### config.mk
export PLATFORM = sky130hd
export DESIGN_NAME = rng_scheduler
export DESIGN_NICKNAME = d
export VERILOG_FILES = /design/src/rtl/rng_scheduler.sv
export SDC_FILE = /design/constraint.sdc
export NUM_CORES = 1
export LEC_CHECK = 0
export CAP_MARGIN = 20
export CELL_PAD_IN_SITES_DETAIL_PLACEMENT = 2
export CELL_PAD_IN_SITES_GLOBAL_PLACEMENT = 2
export CORE_UTILIZATION = 31
export CTS_BUF_LIST = sky130_fd_sc_hd__clkbuf_4
export CTS_CLUSTER_DIAMETER = 50
export DETAILED_ROUTE_END_ITERATION = 10
export GPL_ROUTABILITY_DRIVEN = 0
export PLACE_DENSITY_LB_ADDON = 0.2
export SYNTH_ARGS = -nofsm -noshare
export SYNTH_HDL_FRONTEND = slang
export SYNTH_SLANG_ARGS = --single-unit
### constraint.sdc
create_clock -name clk -period 6.18 [get_ports clk]
set_input_delay 1.236 -clock clk [delete_from_list [all_inputs] [get_ports clk]]
set_output_delay 1.236 -clock clk [all_outputs]
set_load 0.02 [all_outputs]
### src/rtl/rng_scheduler.sv
// Round-robin sharing of one free-running 8-bit random word among N_REQ requesters,
// each receiving a value in [0, limit) by mask-and-reject sampling with bounded retries.
module rng_scheduler #(
   parameter int N_REQ     = 4,
   parameter int MAX_TRIES = 4,
   localparam int IW       = $clog2(N_REQ)
) (
   input  logic                 clk,
   input  logic                 rst,
   input  logic [7:0]           rnd,
   input  logic [N_REQ-1:0]     req,
   input  logic [8*N_REQ-1:0]   limit,
   output logic [N_REQ-1:0]     ack,
   output logic [7:0]           value,
   output logic [IW-1:0]        grant_id,
   output logic                 busy
);

   typedef enum logic [1:0] {S_IDLE, S_SAMPLE, S_DONE} state_t;

   state_t        state_q, state_d;
   logic [IW-1:0] ptr_q, ptr_d;
   logic [IW-1:0] grant_q, grant_d;
   logic [7:0]    limit_q, limit_d;
   logic [7:0]    mask_q, mask_d;
   logic [7:0]    value_q, value_d;
   logic [3:0]    try_q, try_d;

   logic          found;
   logic [IW-1:0] pick;
   logic [7:0]    pick_limit;
   logic [7:0]    lm1, m1, m2, m3;
   logic [7:0]    samp;
   int            idx;

   // Rotating search for the first pending request at or above the pointer.
   always_comb begin
      found = 1'b0;
      pick  = '0;
      idx   = 0;
      for (int i = 0; i < N_REQ; i++) begin
         idx = int'(ptr_q) + i;
         if (idx >= N_REQ) idx = idx - N_REQ;
         if (!found && req[idx]) begin
            found = 1'b1;
            pick  = IW'(idx);
         end
      end
      pick_limit = limit[8*int'(pick) +: 8];
      // Smearing limit-1 downward yields the smallest 2^k-1 covering it; limit=0 wraps to 0xFF.
      lm1 = pick_limit - 8'd1;
      m1  = lm1 | (lm1 >> 1);
      m2  = m1 | (m1 >> 2);
      m3  = m2 | (m2 >> 4);
   end

   assign samp = rnd & mask_q;

   always_comb begin
      state_d = state_q;
      ptr_d   = ptr_q;
      grant_d = grant_q;
      limit_d = limit_q;
      mask_d  = mask_q;
      value_d = value_q;
      try_d   = try_q;
      case (state_q)
         S_IDLE: begin
            if (found) begin
               grant_d = pick;
               limit_d = pick_limit;
               mask_d  = m3;
               try_d   = 4'd0;
               state_d = S_SAMPLE;
            end
         end
         S_SAMPLE: begin
            if (limit_q == 8'd0 || samp < limit_q) begin
               value_d = samp;
               state_d = S_DONE;
            end else if (try_q == 4'(MAX_TRIES - 1)) begin
               // mask < 2*limit, so the folded value is always in range.
               value_d = samp - limit_q;
               state_d = S_DONE;
            end else begin
               try_d = try_q + 4'd1;
            end
         end
         S_DONE: begin
            ptr_d   = (grant_q == IW'(N_REQ - 1)) ? '0 : IW'(grant_q + 1'b1);
            state_d = S_IDLE;
         end
         default: state_d = S_IDLE;
      endcase
   end

   always_ff @(posedge clk) begin
      if (rst) begin
         state_q <= S_IDLE;
         ptr_q   <= '0;
         grant_q <= '0;
         limit_q <= 8'd0;
         mask_q  <= 8'd0;
         value_q <= 8'd0;
         try_q   <= 4'd0;
      end else begin
         state_q <= state_d;
         ptr_q   <= ptr_d;
         grant_q <= grant_d;
         limit_q <= limit_d;
         mask_q  <= mask_d;
         value_q <= value_d;
         try_q   <= try_d;
      end
   end

   genvar gi;
   generate
      for (gi = 0; gi < N_REQ; gi++) begin : g_ack
         assign ack[gi] = (state_q == S_DONE) && (grant_q == IW'(gi));
      end
   endgenerate

   assign value    = value_q;
   assign grant_id = grant_q;
   assign busy     = (state_q != S_IDLE);

endmodule

==> impl_metrics.ini, run 1 <==
[finish]
area_delta_synth_final_pct = 31.8
antennaDiodeCount = 0
nFillCells = 840
finalNetCount = 408
stdcell_count = 444
drive_gt1_share_pct = 7.54

[global_route]
track_usage_pct = 19.6
grt_first_pass_wirelength_um = 11800
grt_pass1_vias = 2428
grt_max_degree = 22
antenna_found_initial = 0
grt_remaining_overflow = 0

[placement]
port_buffers = 60
dp_cells = 438
dpl.hpwl_um = 5590

[timing]
fin_crit_sh_pct = 78.2
hold_violations = 0
rsz0062_at_grt = no
finalSetupViolCount = 0
max_freq_ghz = 0.207
finalMaxSlewViolations = 0
setup_tns_ps = 0
min_period_ps = 4830
tightest_slew_ps = 888
maxSlewHeadroom_pct = 40.6
skew_ps = 11.8

[cts]
cts_resized = 0
clockBufferDepth = 2
postCtsSetupBuffers = 0
cts_inserted_buffers = 5
clk_latency_ps = 330
cts_hold_buf = 0
cts_sinks = 34
htree_levels = 2
cts_tree = done
clk_pin_slew_worst_paths_ps = 100
cts_root_buf = clkbuf_4

[synth]
synth_ff_type = dfxtp_1
netlist_instances = 286
synth_area_per_cell_um2 = 8.17
syn-num-nets = 348
async_reset_ff_share_pct = 0
yosys.area.top_type = dfxtp_1
ys_seq_area_share_pct = 29.1
synth_edf_count = 0
synth_top_cell_area_share_pct = 29.1
synth_area_leaders = dfxtp_1 29%, mux2i_1 9.9%, ha_1 8.0%, a21oi_1 5.8%, o21ai_0 4.9%
syn_area_mm2 = 0.00234
ys_types = 44
ys_ff_latch = 34
yosysWarnings = 0

[worst_setup_path]
arrival_ps = 5010
slowest_delay_ps = 750
endpoint_kind = flip-flop
worstSetupStartpointType = input port
crit_type = input port to flip-flop
cp_slowest_cell = a211oi_4
cp.required_ps = 6360
critPathMaxFanout = 15
cp_cell_sequence = clkdlybuf4s50_1 > nand2b_1 > a21oi_2 > a211oi_4 > mux2i_1 > mux2_2 > ha_1 > nor2b_1 > a22o_1 > or3_1 > o21a_1 > o31ai_4 > a311oi_1

[drt]
first_pass_iters = 4
drc = 0
dr_total_vias = 2237
totalWireLength_um = 6950
first_iter_violations = 44
viasPerCell = 5.04
ant_nets = 0
wl_per_cell_um = 15.7

[min_path]
min_path_type = flip-flop to flip-flop

[die]
num_rows = 31
fp.dieH_um = 88.8
core-area_mm2 = 0.00725
ios = 61
start_util_pct = 32.2
die_w_um = 88.8
die-area_mm2 = 0.00789

[power_and_ir_drop]
total_leakage_power_nw = 1.18
ir_worst_vdd_uv = 153
power_uw = 885
power.density_mw_per_mm2 = 287

[run]
max-cap-violations = 0

[outcome]
status = complete, no violations
-- worst paths after layout --
kind | from | to | slack (ps) | cells after the start
setup / recovery | req[1] | mask_q[0]$_SDFFE_PP0P_ | 1350 | 13
setup reg to reg | ptr_q[0]$_SDFFE_PP0P_ | mask_q[0]$_SDFFE_PP0P_ | 2380 | 12
hold reg to reg | limit_q[4]$_SDFFE_PP0P_ | limit_q[4]$_SDFFE_PP0P_ | 490 | 2
hold / removal | limit_q[4]$_SDFFE_PP0P_ | limit_q[4]$_SDFFE_PP0P_ | 490 | 2
-- critical path: cells and delay by family --
kind	cells	cell delay, ps
compound gates	6	1810
fa+ha+maj	1	240
buf+inv	1	510
mux	2	530
simple gates	3	660
-- Yosys cell counts (3+ instances only) --
master,instances
inv_1,19
xnor2_1,4
nor2_1,27
and2_1,13
nand2_1,18
dfxtp_1,34
mux2i_1,23
a21oi_2,3
a31oi_1,3
nor2b_1,7
xor2_1,4
mux2_2,7
o21a_1,3
nor3_1,4
o21ai_0,23
a211oi_1,3
a21oi_1,27
nand3_1,6
clkbuf_1,7
ha_1,15
-- per-stage QoR --
step                worst slack, ps  instance area, um2  hold WS (ps)  utilization [%]
finish                         1350                3080           489             42.4
global route                   1070                3080           524             42.4
CTS                            1330                3080           503             42.4
detailed placement              986                3040           489             41.9
floorplan                      2110                2340           449                -
global placement               1150                3040           472             41.9
-- state kept, by name (all words and copies together), names as in the netlist --
| register | count |
|---|---|
| limit_q | 8 |
| mask_q | 8 |
| value | 8 |
| ptr_q | 2 |
| grant_id | 2 |
| state_q | 2 |
| try_q | 4 |
-- logic make-up after synthesis --
kind of cell	count (synthesis)	synth area share, %
xor gates and xnor gates	8	3.00
DFF	34	29.1
and+or+nand+nor	90	19.0
muxes	31	13.8
adders and majority gates	16	8.89
buffers and inverters	29	5.30
AOI/OAI and AO/OA	78	20.9
-- layout by cell type, fill, tap and decap left out, types with 3 or more instances in the layout --
master	count
o21ai_0	23
a21oi_2	3
mux2i_1	23
mux2_2	7
ha_1	15
nand3_1	6
xor2_1	4
buf_4	3
inv_1	19
nor3_1	4
xnor2_1	4
a211oi_1	3
nor2b_1	7
and2_1	13
dfxtp_1	34
clkbuf_4	5
nand2_1	18
a21oi_1	27
nor2_1	27
o21a_1	3
clkdlybuf4s50_1	60
-- where the power goes --
| part | internal [mW] | switching, mW |
|---|---|---|
| clock | 0.0389 | 0.0698 |
| sequential | 0.265 | 0.0322 |
| combinational | 0.213 | 0.266 |
-- final cells by class --
class / instances / area [um2] / area share (%)
Multi-Input combinational cell: 223 / 1540 / 50.0
Sequential cell: 34 / 681 / 22.1
Timing Repair Buffer: 63 / 623 / 20.2
Tap cell: 99 / 124 / 4.02
Inverter: 19 / 71.3 / 2.32
Clock buffer: 5 / 37.5 / 1.22
Clock inverter: 1 / 3.75 / 0.122
-- per-layer routing --
layer	global-route usage (%)	up-vias	part of all wire, %
met1	23.4	1105	44
met2	37.5	18	54
met5	0	-	0
li1	-	1112	-
met3	2.80	2	1.7
met4	3.08	0	0.30
Power figures use the tool's default switching activity.
==> run 2: changes to the inputs <==
Settings changed: CORE_UTILIZATION 31 to 26.
Clock period 6.18 ns to 4.3 ns, I/O delays scaled along.
==> run 2 against run 1 <==
Clock power up 130%. Sequential share of layout area is 0.68 points lower. Total power is 56% higher. Critical path type unchanged.
==> impl_metrics.ini, run 2 (synthesized netlist as in run 1, its figures left out) <==
[outcome]
status = complete, no violations

[cts]
clockBufferDepth = 2
postCtsSetupBuffers = 0
clk_pin_slew_worst_paths_ps = 110
cts_inserted_buffers = 5
htree_levels = 2
cts_sinks = 34
clk_latency_ps = 350
cts_hold_buf = 0
cts_tree = done
cts_root_buf = clkbuf_4
cts_resized = 0

[power_and_ir_drop]
p_comb_share_pct = 50.7
power.density_mw_per_mm2 = 434
clkPwrFrac_pct = 18.3
power_frac_seq_pct = 31.0
ir_worst_vdd_uv = 185
total_leakage_power_nw = 1.23
intPower_uw = 836
switching_power_uw = 542
netSwitchingFraction_pct = 39.4

[timing]
rsz0062_at_grt = no
min_period_ps = 3870
maxSlewHeadroom_pct = 41.2
hold_violations = 0
fin_crit_sh_pct = 90.1
tightest_slew_ps = 879
skew_ps = 19.1
setup_tns_ps = 0
fin_ws_ps = 426
finalMaxSlewViolations = 0
finalSetupViolCount = 0
max_freq_ghz = 0.258

[global_route]
antenna_found_initial = 0
track_usage_pct = 15.6
grt_remaining_overflow = 0
grt_pass1_vias = 2493
grt_first_pass_wirelength_um = 12000
grt_max_degree = 22

[placement]
dpl.hpwl_um = 5530
postPlaceCellArea_mm2 = 0.00309
post-place-ws_ps = 71.2
port_buffers = 60

[worst_setup_path]
crit_type = input port to flip-flop
cp_slowest_cell = clkdlybuf4s50_1
cp_cell_sequence = clkdlybuf4s50_1 > nand2b_1 > a21oi_2 > a211oi_4 > mux2i_1 > mux2_2 > ha_1 > nor2b_1 > a22o_1 > or3_1 > o21a_1 > o31ai_4 > a311oi_1
cp.required_ps = 4520
crit_start = req[1]
r2r-start = ptr_q[0]$_SDFFE_PP0P_
critPathMaxFanout = 7
endpoint_kind = flip-flop
slowest_delay_ps = 530
arrival_ps = 4100
worstSetupStartpointType = input port

[drt]
dr_total_vias = 2303
ant_nets = 0
viasPerCell = 5.00
wl_per_cell_um = 15.3
totalWireLength_um = 7050
first_pass_iters = 4
drc = 0
first_iter_violations = 38

[run]
max-cap-violations = 0

[die]
die_w_um = 96.8
start_util_pct = 26.8
core-area_mm2 = 0.00872
ios = 61
die-area_mm2 = 0.00937
fp.dieH_um = 96.8
num_rows = 34

[finish]
finalNetCount = 414
drive_gt1_share_pct = 9.92
area.sequential_um2 = 681
nFillCells = 988
final_cell_mix = 60 x clkdlybuf4s50_1, 34 x dfxtp_1, 27 x nor2_1, 27 x a21oi_1
multiInputGateArea_mm2 = 0.00154
final_common_cell = clkdlybuf4s50_1
antennaDiodeCount = 0
fin_area_mm2 = 0.00318
area_delta_synth_final_pct = 35.9

[min_path]
min_path_type = flip-flop to flip-flop
worstHoldStart = limit_q[3]$_SDFFE_PP0P_
==> run 2: cell types whose count changed in the layout (fill, tap and decap cells not counted), sizes merged <==
cell and change:
buf +6, bufinv +1, clkbuf +2, clkinv -1
==> run 2: worst max-delay path: cells and delay by family <==
| kind | cells | cell delay [ps] |
|---|---|---|
| buf+inv | 1 | 530 |
| compound gates | 6 | 1400 |
| fa+ha+maj | 1 | 230 |
| simple gates | 3 | 670 |
| mux | 2 | 400 |
==> run 2: area by class of cell <==
| cell class | count | share of cell area [%] |
|---|---|---|
| clock buffer | 7 | 1.65 |
| tap | 108 | 4.26 |
| clock inverter | 1 | 0.946 |
| sequential | 34 | 21.4 |
| multi-input combinational | 223 | 48.4 |
| timing repair buffer | 69 | 21.0 |
| inverter | 19 | 2.25 |
==> run 2: worst paths after layout <==
check	endpoint	cells after the start	slack [ps]
setup reg to reg	mask_q[0]$_SDFFE_PP0P_	12	1070
hold reg to reg	limit_q[3]$_SDFFE_PP0P_	2	510
setup / recovery	mask_q[0]$_SDFFE_PP0P_	13	430
hold / removal	limit_q[3]$_SDFFE_PP0P_	2	510
==> run 2: power groups by stage <==
stage	sequential [mW]	clock [mW]	combinational, mW
finish	0.427	0.253	0.699
global route	0.437	0.275	0.779
CTS	0.429	0.262	0.715
detailed placement	0.434	0	0.707
global placement	0.432	0	0.694
floorplan	0.451	0	0.434
==> run 2: routing by layer <==
layer  track usage, %  part of all wire, %  vias to the layer above
met3             2.67                  2.6                        7
met5                0                    0                        -
li1                 -                    -                     1132
met2             29.3                   52                       25
met4             3.79                 0.94                        0
met1             18.1                   44                     1139
==> run 2: stage by stage <==
step	power [mW]	hold WS (ps)	util (%)	std cells
after global placement	1.13	467	35.5	453
final	1.38	506	36.4	461
after detailed placement	1.14	481	35.5	453
after global routing	1.49	536	36.4	461
after CTS	1.41	508	36.4	461
after floorplan	0.885	449	-	286
==> run 3: changes to the inputs <==
Settings changed: PLACE_DENSITY from default to 0.74, PLACE_DENSITY_LB_ADDON 0.2 to default.
==> run 3 against run 2 <==
Routed wire length increased by 0.57%. Fmax increased by 0.55%. Die area unchanged. Count of clock-buffer cells in the layout decreased by 1. Final area decreased by 1.1%.
==> impl_metrics.ini, run 3 (synthesized netlist as in run 1, its figures left out) <==
[cts]
cts_tree = done
cts_root_buf = clkbuf_4
clk_pin_slew_worst_paths_ps = 110
cts_resized = 0
htree_levels = 2
clk_latency_ps = 340
clockBufferDepth = 2
cts_hold_buf = 0
cts_inserted_buffers = 5
postCtsSetupBuffers = 0
cts_sinks = 34

[worst_setup_path]
worstSetupStartpointType = input port
cp.required_ps = 4490
r2r-start = ptr_q[0]$_SDFFE_PP0P_
r2r_cells = 11
arrival_ps = 4040
r2r_end = mask_q[1]$_SDFFE_PP0P_
crit_type = input port to flip-flop
r2r_slack_ps = 1100
endpoint_kind = flip-flop
critPathMaxFanout = 7

[global_route]
grt_pass1_vias = 2491
antenna_found_initial = 0
grt_max_degree = 22
grt_remaining_overflow = 0
grt_first_pass_wirelength_um = 12000
track_usage_pct = 15.9

[timing]
max_freq_ghz = 0.260
min_period_ps = 3850
finalMaxSlewViolations = 0
skew_ps = 17.8
tightest_slew_ps = 838
hold_violations = 0
finalSetupViolCount = 0
hold_slack_ps = 497
rsz0062_at_grt = no
maxSlewHeadroom_pct = 44.0
fin_crit_sh_pct = 89.6
setup_tns_ps = 0

[min_path]
min_to = limit_q[6]$_SDFFE_PP0P_
worstHoldStart = limit_q[6]$_SDFFE_PP0P_
hold_path_depth = 2
min_path_type = flip-flop to flip-flop

[finish]
drive_gt1_share_pct = 9.38
final_cell_mix = 60 x clkdlybuf4s50_1, 34 x dfxtp_1, 27 x nor2_1, 27 x a21oi_1
utilization_pct = 36.0
area_delta_synth_final_pct = 34.4
nFillCells = 1008
multiInputGateArea_mm2 = 0.00154
antennaDiodeCount = 0
finalNetCount = 413
area.sequential_um2 = 681
final_common_cell = clkdlybuf4s50_1

[die]
die-area_mm2 = 0.00937
ios = 61
num_rows = 34
fp.dieH_um = 96.8
die_w_um = 96.8
start_util_pct = 26.8
core-area_mm2 = 0.00872

[outcome]
status = complete, no violations

[power_and_ir_drop]
ir_worst_vdd_uv = 245
power_mw = 1.30
total_leakage_power_nw = 1.22
power.density_mw_per_mm2 = 416

[drt]
viasPerCell = 4.87
totalWireLength_um = 7090
first_iter_violations = 66
drc = 0
ant_nets = 0
dr_total_vias = 2241
wl_per_cell_um = 15.4
first_pass_iters = 4

[placement]
dpl.hpwl_um = 5690
port_buffers = 60

[run]
max-cap-violations = 0
run 3: worst max-delay path by stage:
stage                                  end  cells past startpoint  slack (ps)   start
detailed placement  mask_q[1]$_SDFFE_PP0P_                     12          80  req[1]
global placement    mask_q[0]$_SDFFE_PP0P_                     13         190  req[0]
finish              mask_q[1]$_SDFFE_PP0P_                     12         450  req[1]
global route        mask_q[0]$_SDFFE_PP0P_                     12         270  req[2]
floorplan           mask_q[0]$_SDFFE_PP0P_                     13         610  req[0]
CTS                 mask_q[1]$_SDFFE_PP0P_                     12         440  req[1]
run 3: metal layers:
layer / wire, um / vias to the layer above / track usage [%]
li1: - / 1127 / -
met3: 164 / 6 / 2.96
met1: 3040 / 1080 / 18.6
met2: 3820 / 28 / 29.8
met4: 70 / 0 / 3.67
met5: 0 / - / 0
run 3: where the power goes:
group / switching, mW / total, mW / internal [mW]
registers: 0.0464 / 0.427 / 0.380
clock network: 0.113 / 0.181 / 0.0678
logic: 0.382 / 0.697 / 0.315
run 3: worst max-delay path, stage by stage:
cell	delay, ps
clkdlybuf4s50_1	520
nand2b_1	150
a21oi_2	80
a211oi_4	360
mux2_2	430
ha_1	220
nor2b_1	140
a22o_1	240
or3_1	370
o21a_1	200
o31ai_4	320
a311oi_1	140
run 3: through the flow:
stage,cells,area [um2],setup WS [ps]
2_1_floorplan,286,2340,606
3_3_place_gp,452,3090,186
3_5_place_dp,452,3090,78.8
4_1_cts,460,3140,436
5_1_grt,460,3140,275
6_report,460,3140,447
run 3: layout make-up:
type	count	area share [%]
multi-input cells	223	49.0
flip-flops and latches	34	21.7
repair buffers	68	21.0
well taps	108	4.30
inverters	19	2.27
clock buffers	6	1.43
clock inverters	2	0.279
